==> config.mk <==
export PLATFORM = sky130hd
export DESIGN_NAME = alu_seq
export DESIGN_NICKNAME = d
export VERILOG_FILES = /design/src/rtl/alu_seq_pkg.sv /design/src/rtl/alu_addsub.sv /design/src/rtl/alu_seq.sv
export SDC_FILE = /design/constraint.sdc
export NUM_CORES = 1
export LEC_CHECK = 0
export ABC_AREA = 1
export CAP_MARGIN = 25
export CORE_ASPECT_RATIO = 0.9
export CORE_MARGIN = 2
export CORE_UTILIZATION = 40
export DETAILED_ROUTE_END_ITERATION = 16
export MAX_ROUTING_LAYER = met4
export SYNTH_ARGS = -nofsm -noshare
export SYNTH_HDL_FRONTEND = slang
export SYNTH_HIERARCHICAL = 1
export SYNTH_SLANG_ARGS = --single-unit
==> constraint.sdc <==
create_clock -name CLK -period 4 [get_ports CLK]
set_clock_uncertainty 0.2 [all_clocks]
set_input_delay 0.4 -clock CLK [delete_from_list [all_inputs] [get_ports CLK]]
set_output_delay 0.4 -clock CLK [all_outputs]
set_load 0.01 [all_outputs]
==> src/rtl/alu_seq_pkg.sv <==
// +-----------------------------------------------------------------------------+
// | Module : alu_seq_pkg                                                        |
// | Desc   : Opcodes, FSM state encoding and flag bundle for alu_seq.           |
// |          Macro ALU_SEQ_MUL_EN selects OP_MUL (defined) or OP_XOR for 3'b111. |
// | Rev    : 1.0 - initial release                                              |
// +-----------------------------------------------------------------------------+
`default_nettype none

package alu_seq_pkg;

  typedef logic [2:0] opcode_t;

  localparam opcode_t OP_ADD = 3'b000;
  localparam opcode_t OP_SUB = 3'b001;
  localparam opcode_t OP_AND = 3'b010;
  localparam opcode_t OP_OR  = 3'b011;
  localparam opcode_t OP_SLL = 3'b100;
  localparam opcode_t OP_SRL = 3'b101;
  localparam opcode_t OP_SRA = 3'b110;
`ifdef ALU_SEQ_MUL_EN
  localparam opcode_t OP_MUL = 3'b111;
`else
  localparam opcode_t OP_XOR = 3'b111;
`endif

  typedef logic [0:0] state_t;

  localparam state_t ST_IDLE = 1'b0;
  localparam state_t ST_EXEC = 1'b1;

  typedef struct packed {
    logic c;
    logic v;
    logic n;
    logic z;
  } flags_t;

endpackage

`default_nettype wire

==> src/rtl/alu_addsub.sv <==
// +-----------------------------------------------------------------------------+
// | Module : alu_addsub                                                         |
// | Desc   : Combinational WIDTH-bit adder/subtractor with carry-in, C and V.   |
// | Rev    : 1.0 - initial release                                              |
// +-----------------------------------------------------------------------------+
`default_nettype none

module alu_addsub
  import alu_seq_pkg::*;
#(
  parameter int WIDTH = 8
) (
  input  logic [WIDTH-1:0] i_a,
  input  logic [WIDTH-1:0] i_b,
  input  logic             i_sub,
  input  logic             i_cin,
  output logic [WIDTH-1:0] o_sum,
  output logic             o_c,
  output logic             o_v
);

  logic [WIDTH-1:0] w_b;

  assign w_b = i_sub ? ~i_b : i_b;

  assign {o_c, o_sum} = {1'b0, i_a} + {1'b0, w_b} + {{WIDTH{1'b0}}, i_cin};

  // Overflow: operands of equal sign producing a result of the other sign.
  assign o_v = (i_a[WIDTH-1] == w_b[WIDTH-1]) && (o_sum[WIDTH-1] != i_a[WIDTH-1]);

endmodule

`default_nettype wire

==> src/rtl/alu_seq.sv <==
// +-----------------------------------------------------------------------------+
// | Module : alu_seq                                                            |
// | Desc   : Sequential ALU with START/DONE handshake, iterative shifts and     |
// |          optional shift-add multiplier (macro ALU_SEQ_MUL_EN).              |
// | Rev    : 1.0 - initial release                                              |
// +-----------------------------------------------------------------------------+
`default_nettype none

module alu_seq
  import alu_seq_pkg::*;
#(
  parameter int WIDTH = 8
) (
  input  logic             CLK,
  input  logic             RESET,
  input  logic             START,
  input  logic [2:0]       OP,
  input  logic [WIDTH-1:0] A,
  input  logic [WIDTH-1:0] B,
  output logic             BUSY,
  output logic             DONE,
  output logic [WIDTH-1:0] Y,
  output logic             C,
  output logic             V,
  output logic             N,
  output logic             Z
);

  localparam int SHW = $clog2(WIDTH);

  state_t           r_state;
  opcode_t          r_op;
  logic [WIDTH-1:0] r_a;
  logic [WIDTH-1:0] r_b;
  logic [WIDTH-1:0] r_y;
  logic [SHW-1:0]   r_cnt;
  logic             r_sc;
  logic             r_done;
  flags_t           r_flags;

  logic [WIDTH-1:0] w_add_a;
  logic [WIDTH-1:0] w_add_b;
  logic             w_sub;
  logic [WIDTH-1:0] w_sum;
  logic             w_add_c;
  logic             w_add_v;
  logic [WIDTH-1:0] w_sh_next;
  logic             w_sh_out;
  logic [WIDTH-1:0] w_res;
  logic             w_c;
  logic             w_v;
  logic             w_last;
  flags_t           w_flags;

`ifdef ALU_SEQ_MUL_EN
  logic [WIDTH-1:0] r_hi;
  logic             w_is_mul;
  logic [WIDTH:0]   w_mul_ext;
  logic [WIDTH-1:0] w_mul_hi;
  logic [WIDTH-1:0] w_mul_lo;

  // The multiplier low half lives in r_b and is consumed LSB first.
  assign w_is_mul  = (r_op == OP_MUL);
  assign w_add_a   = w_is_mul ? r_hi : r_a;
  assign w_add_b   = w_is_mul ? r_a  : r_b;
  assign w_mul_ext = r_b[0] ? {w_add_c, w_sum} : {1'b0, r_hi};
  assign w_mul_hi  = w_mul_ext[WIDTH:1];
  assign w_mul_lo  = {w_mul_ext[0], r_b[WIDTH-1:1]};
`else
  assign w_add_a = r_a;
  assign w_add_b = r_b;
`endif

  assign w_sub = (r_op == OP_SUB);

  alu_addsub #(
    .WIDTH (WIDTH)
  ) u_addsub (
    .i_a   (w_add_a),
    .i_b   (w_add_b),
    .i_sub (w_sub),
    .i_cin (w_sub),
    .o_sum (w_sum),
    .o_c   (w_add_c),
    .o_v   (w_add_v)
  );

  always_comb begin
    w_sh_next = r_a;
    w_sh_out  = 1'b0;
    case (r_op)
      OP_SLL: begin
        w_sh_next = {r_a[WIDTH-2:0], 1'b0};
        w_sh_out  = r_a[WIDTH-1];
      end
      OP_SRL: begin
        w_sh_next = {1'b0, r_a[WIDTH-1:1]};
        w_sh_out  = r_a[0];
      end
      OP_SRA: begin
        w_sh_next = {r_a[WIDTH-1], r_a[WIDTH-1:1]};
        w_sh_out  = r_a[0];
      end
      default: ;
    endcase
  end

  always_comb begin
    w_res  = r_a;
    w_c    = 1'b0;
    w_v    = 1'b0;
    w_last = 1'b1;
    case (r_op)
      OP_ADD, OP_SUB: begin
        w_res = w_sum;
        w_c   = w_add_c;
        w_v   = w_add_v;
      end
      OP_AND: w_res = r_a & r_b;
      OP_OR:  w_res = r_a | r_b;
      OP_SLL, OP_SRL, OP_SRA: begin
        w_res  = r_a;
        w_c    = r_sc;
        w_last = (r_cnt == '0);
      end
`ifdef ALU_SEQ_MUL_EN
      OP_MUL: begin
        w_res  = w_mul_lo;
        w_c    = |w_mul_hi;
        w_v    = |w_mul_hi;
        w_last = (r_cnt == '0);
      end
`else
      OP_XOR: w_res = r_a ^ r_b;
`endif
      default: ;
    endcase
  end

  assign w_flags = '{c: w_c, v: w_v, n: w_res[WIDTH-1], z: (w_res == '0)};

  always_ff @(posedge CLK or posedge RESET) begin
    if (RESET) begin
      r_state <= ST_IDLE;
      r_op    <= OP_ADD;
      r_a     <= '0;
      r_b     <= '0;
      r_y     <= '0;
      r_cnt   <= '0;
      r_sc    <= 1'b0;
      r_done  <= 1'b0;
      r_flags <= '0;
`ifdef ALU_SEQ_MUL_EN
      r_hi    <= '0;
`endif
    end else begin
      r_done <= 1'b0;
      case (r_state)
        ST_IDLE: begin
          if (START) begin
            r_op    <= OP;
            r_a     <= A;
            r_b     <= B;
            r_sc    <= 1'b0;
            r_state <= ST_EXEC;
`ifdef ALU_SEQ_MUL_EN
            r_hi    <= '0;
            r_cnt   <= (OP == OP_MUL) ? SHW'(WIDTH - 1) : B[SHW-1:0];
`else
            r_cnt   <= B[SHW-1:0];
`endif
          end
        end
        ST_EXEC: begin
          // The final multiply step is folded into the completion edge.
          if (w_last) begin
            r_y     <= w_res;
            r_flags <= w_flags;
            r_done  <= 1'b1;
            r_state <= ST_IDLE;
          end else begin
            r_cnt <= r_cnt - SHW'(1);
            r_a   <= w_sh_next;
            r_sc  <= w_sh_out;
`ifdef ALU_SEQ_MUL_EN
            if (w_is_mul) begin
              r_hi <= w_mul_hi;
              r_b  <= w_mul_lo;
            end
`endif
          end
        end
        default: r_state <= ST_IDLE;
      endcase
    end
  end

  assign BUSY = (r_state == ST_EXEC);
  assign DONE = r_done;
  assign Y    = r_y;
  assign C    = r_flags.c;
  assign V    = r_flags.v;
  assign N    = r_flags.n;
  assign Z    = r_flags.z;

endmodule

`default_nettype wire

# Yosys cells after proc, flatten, opt, wreduce, memory -nomap -nowiden
# Cells that the tools add are included.
dict set report word_totals {
  reg_bits 37
  in_bits 22
  output_inout_bits 14
  wordCells 68
}
dict set report classes {
  add_sub_neg 3
  eq_ne 14
  n_mux 21
  bitwise_logic 5
  n_reduce_logical 12
}
# operator n
set op_table {}
lappend op_table {{one-hot mux 8 bit (5 select lines)} 1}
lappend op_table {{two-way mux 8 bit} 3}
lappend op_table {{one-hot mux 8 bit (3 select lines)} 1}
lappend op_table {{one-hot mux 8 bit (2 select lines)} 1}
lappend op_table {{equality test 3 bit (second input constant)} 4}
lappend op_table {{adder 8 x 8 -> 9 bit} 1}
lappend op_table {{adder 9 x 1 -> 9 bit} 1}
lappend op_table {{AND 8 bit} 1}
lappend op_table {{logical NOT 8 bit} 1}
lappend op_table {{two-way mux 1 bit} 8}
lappend op_table {{inverter 8 bit} 1}
lappend op_table {{OR 8 bit} 1}
lappend op_table {{one-hot mux 1 bit (2 select lines)} 4}
lappend op_table {{XOR 8 bit} 1}
lappend op_table {{equality test 3 x 2 -> 1 bit (second input constant)} 2}
lappend op_table {{logical NOT 3 bit} 2}
lappend op_table {{two-way mux 3 bit} 2}
lappend op_table {{!= test 2 bit (second input constant)} 3}
lappend op_table {{one-hot mux 3 bit (2 select lines)} 1}
lappend op_table {{AND reduction 2 bit} 3}
lappend op_table {{!= test 4 x 1 -> 1 bit (second input constant)} 1}
lappend op_table {{AND reduction 4 bit} 1}
lappend op_table {{OR reduction 2 bit} 2}
lappend op_table {{equality test 3 x 1 -> 1 bit (second input constant)} 1}
lappend op_table {{8 further kinds} 8}

# Logic depth before layout (Yosys ltp)
dict set report depth {
  word_depth 7
  depth_mapped 19
  depth_no_buf 17
}

# Cells and area by module
# Netlist, hierarchy kept.
# module instances cells_per_inst area_each_um2 seq_area_each_um2
set modules_own_cells {}
lappend modules_own_cells {alu_seq 1 303 2328.5 900.9}
lappend modules_own_cells {alu_addsub 1 72 460.4 0.0}

# Worst setup path before layout
# Ideal clock, no wire load.
dict set report synth_timing {
  path_kind {register to register}
  from {register r_op[2]}
  to {register r_flags, in the netlist Z}
  setup_ps 65
  arrival_ps 2927
  required_time_ps 3735
  path_slack_ps 808
  stages_incl_launch_ff 19
  n_path_buf 3
  period_less_slack_ps 3192
  path_cell_list {dfrtp_1 -> buf_6 -> buf_6 -> nor3_1 -> buf_2 -> xnor2_1 -> fa_1 -> fa_1 -> o21ai_2 -> nand2_1 -> nand3_1 -> nand2_1 -> inv_1 -> nor2_1 -> nor3_2 -> nand2_1 -> nor2_1 -> nand2_1 -> nand2_1}
}
dict set report synth_via {
  elab_chain_len 6
  elab_cells_between_ends 17
  classes_between {2 x add/sub; 7 x eq/ne; 3 x mux; 5 x reduce/logical}
}
# item line
set synth_rtl {}
lappend synth_rtl {{start, declared} alu_seq.sv:32} ;# opcode_t r_op;
lappend synth_rtl {{start signal, assigned} alu_seq.sv:145} ;# r_op <= OP_ADD;
lappend synth_rtl {{start signal, assigned} alu_seq.sv:161} ;# r_op <= OP;
lappend synth_rtl {{equality test 3 x 1 -> 1 bit (*)} alu_seq.sv:74} ;# assign w_sub = (r_op == OP_SUB);
lappend synth_rtl {{net w_sub} alu_seq.sv:43} ;# logic w_sub;
lappend synth_rtl {{two-way mux 8 bit} alu_addsub.sv:24} ;# assign w_b = i_sub ? ~i_b : i_b;
lappend synth_rtl {{adder 8 x 8 -> 9 bit} alu_addsub.sv:26} ;# assign {o_c, o_sum} = {1'b0, i_a} + {1'b0, w_b} + {{WIDTH{1'b0}}, i_cin};
lappend synth_rtl {{adder 9 x 1 -> 9 bit (*)} alu_addsub.sv:26}
lappend synth_rtl {{net w_sum[6]} alu_seq.sv:44} ;# logic [WIDTH-1:0] w_sum;
lappend synth_rtl {{one-hot mux 8 bit (5 select lines) (*)} alu_seq.sv:113} ;# case (r_op)
lappend synth_rtl {{logical NOT 8 bit (*)} alu_seq.sv:140} ;# assign w_flags = '{c: w_c, v: w_v, n: w_res[WIDTH-1], z: (w_res == '0)};
lappend synth_rtl {{end signal, assigned} alu_seq.sv:178} ;# r_flags <= w_flags;
lappend synth_rtl {{end, declared} alu_seq.sv:39} ;# flags_t r_flags;
# Mark *: on every way through the listed nets, which the timed path passes. The rest lies on a longest branch.
# A chain may end at the register's enable or synchronous reset.

# Worst setup path after layout
dict set report layout_timing {
  from {register r_op[0]}
  to {register r_flags, in the netlist Z}
}
# Same word-level chain as after synthesis.

==> run_results.csv <==
group,metric,value,unit
synthesis,synth-edff-count,0,
placement,port_buffers,35,
final_layout,mostFrequentLayoutCell,"nand2_1",
clocking,clk_pin_slew,0.07,ns
timing,finalHoldViolations,0,
timing,tightest_slew,0.632,ns
route,routed_wl,6710,µm
run_status,status,"complete, no violations",
clocking,clock_latency,0.29,ns
worst_setup_path,path_cells,"inv_2 > nor3_1 > buf_4 > xnor2_1 > fa_1 > fa_1 > o21ai_2 > nand2_1 > nand3_1 > nand2_1 > inv_1 > nor2_1 > nor3_2 > nand2_1 > nor2_1 > nand2_1 > nand2_1",
synthesis,synth_cell_types,33,
synthesis,yosysSeqAreaShare,32.3,%
final_layout,utilization,49.0,%
pwr,power.density,977,nW/µm²
worst_setup_path,cp.arrival,3.27,ns
worst_setup_path,startpoint_type,"flip-flop",
route,post-route-drc-count,0,
flow_run,max_cap_violations,0,
global_route,overflow,0,
synthesis,synthCells,375,
timing,setup-tns-final,0,ns
pwr,leakage,1.68,nW
clocking,clock-sinks,36,
synthesis,yosysTopAreaCell,"dfrtp_1",
final_layout,final_nets,455,
timing,setup-violations-final,0,
timing,fin_crit_sh,80.8,%
clocking,cts_buffer_depth,2,
worst_setup_path,crit_fanout,9,
timing,finalCriticalPeriod,3.23,ns
worst_setup_path,critPathSlowestCell,"dfrtp_1",
clocking,root_buffer,"clkbuf_8",
synthesis,ys.flop_type,"dfrtp_1",
global_route,grt_usage,18.6,%
timing,rsz0062_at_grt,"false",
final_layout,drive_above_1_share,9.36,%
timing,fmax,309,MHz
synthesis,synthArstFlopShare,100,%
synthesis,avgSynthCellArea,7.44,µm²
global_route,grt_max_degree,37,
final_layout,final_cell_mix,"89 x nand2_1, 57 x inv_1, 36 x dfrtp_1, 35 x clkdlybuf4s50_1, 27 x nor2_1",
route,vias_per_cell,4.89,
synthesis,synth_top_area_share,32.3,%
synthesis,synth_fp_nets,424,
die,core,6660,µm²
synthesis,synth.cell_area,2790,µm²
die,dieWidth,92.0,µm
worst_hold_path,hp-class,"reg2reg",
global_route,antenna_found_initial,0,
placement,hpwl,5130,µm
route,drt_iter0_drc,97,
clocking,cts.repair.resized,0,
timing,slew_headroom,57.8,%
pwr,ir_drop,0.000286,V
placement,place_congestion,0.909,
route,routedWlPerCell,13.5,µm
die,die_h,83.2,µm
global_route,grt_pass1_vias,2302,
worst_setup_path,crit_path_max_incr_delay,0.53,ns
die,start_util,41.9,%
clocking,post_cts_buffers,0,
timing,whs,0.284,ns
synthesis,yosysWarnings,6,
final_layout,syn_to_final_growth,17.0,%
die,die_area,7660,µm²
route,antenna_left,0,
worst_setup_path,crit_top_cell,"nand2_1",
synthesis,ys_ff_latch,36,
die,io_pins,36,
worst_setup_path,critPathRequiredTime,4.03,ns
route,drt_pass1_iterations,5,
clocking,cts.htree.levels,2,
route,vias,2423,
die,row_count,28,
clocking,postCtsHoldBufs,0,
timing,slew_viol_final,0,
final_layout,antennaDiodeCount,0,
worst_setup_path,critPathCaptureType,"flip-flop",
clocking,cts_tree,"yes",
clocking,cts_buffers,5,
synthesis,synth_area_leaders,"dfrtp_1 32%, nand2_1 12%, ha_1 11%, inv_1 7.7%, o21ai_0 4.3%",
worst_setup_path,worstSetupPathType,"reg2reg",
global_route,grt_pass1_wl,11200,µm
==> critical path, delay by kind of cell, from the launching register on <==
kind	cells	cell delay, ns
and+or+nand+nor	10	0.86
buffers and inverters	3	0.40
AOI/OAI and AO/OA	1	0.23
xor gates and xnor gates	1	0.11
DFF	1	0.53
adders and majority gates	2	0.85
==> synth_stat cells, types with 2 or more instances <==
master / n
nor2_1: 27
inv_1: 57
a21oi_1: 6
clkbuf_1: 3
o21ai_1: 7
xor2_1: 10
o21ai_0: 24
nor2_2: 5
ha_1: 25
a31oi_1: 2
nor3_2: 7
nor3_1: 2
nand2_1: 89
nand4_1: 11
dfrtp_1: 36
xnor2_1: 3
buf_4: 2
o22ai_1: 11
nand3_1: 16
buf_2: 4
inv_2: 5
buf_6: 6
fa_1: 2
nand2_2: 6
==> sequential cells by signal (all words and copies together), names as in the netlist <==
register	count
V	1
r_a	8
r_sc	1
r_b	8
r_cnt	3
C	1
r_op	3
Y	8
BUSY	1
Z	1
DONE	1
==> path summary, 6_finish.rpt <==
check                                          from                  to  slack, ns  cells past startpoint
worst max-delay path            r_op[0]$_DFFE_PP0P_       Z$_DFFE_PP0P_       0.77                     17
max in group asynchronous                     RESET  r_b[7]$_DFFE_PP0P_       2.92                      3
min in group asynchronous                     RESET       C$_DFFE_PP0P_       0.32                      3
worst min-delay path                  Z$_DFFE_PP0P_       Z$_DFFE_PP0P_       0.28                      2
worst min register to register        Z$_DFFE_PP0P_       Z$_DFFE_PP0P_       0.28                      2
worst max register to register  r_op[0]$_DFFE_PP0P_       Z$_DFFE_PP0P_       0.77                     17
==> power breakdown <==
| part | switching, mW | internal [mW] | total [mW] |
|---|---|---|---|
| clock | 0.135 | 0.154 | 0.289 |
| sequential | 0.193 | 0.537 | 0.729 |
| combinational | 1.31 | 0.861 | 2.17 |
| total | 1.64 | 1.55 | 3.19 |
==> layer usage <==
metal	vias to the layer above	share of wire [%]	global-route usage (%)
li1	1254	-	-
met1	1097	52	26.2
met2	65	43	28.1
met3	7	4.5	3.45
met4	0	0.67	3.80
met5	-	0	-
==> through the flow <==
stage	power, mW	setup slack, ns	cell area, µm²	instances
CTS	3.20	0.781	3260	496
global route	3.55	0.362	3260	496
finish	3.19	0.768	3260	496
floorplan	2.39	0.808	2790	375
global placement	2.86	0.880	3170	489
detailed placement	2.89	0.808	3170	489
==> area by class of cell <==
| type | count | area (µm²) |
|---|---|---|
| Sequential cell | 36 | 901 |
| Multi-Input combinational cell | 261 | 1540 |
| Fill cell | 668 | 3390 |
| Timing Repair Buffer | 39 | 380 |
| Clock buffer | 7 | 96.3 |
| Tap cell | 90 | 113 |
| Inverter | 63 | 236 |
==> logic make-up (layout without fill, tap and decap cells) <==
kind of cell / count (synthesis) / after routing / share of synthesized area (%)
AND/OR/NAND/NOR: 165 / 165 / 27.1
buffers and inverters: 78 / 109 / 12.6
AO/OA/AOI/OAI: 56 / 56 / 11.3
flip-flops: 36 / 36 / 32.3
adder cells (fa/ha/maj): 27 / 27 / 12.7
XOR/XNOR: 13 / 13 / 4.08
No activity file was read; power rests on OpenSTA's default activity.
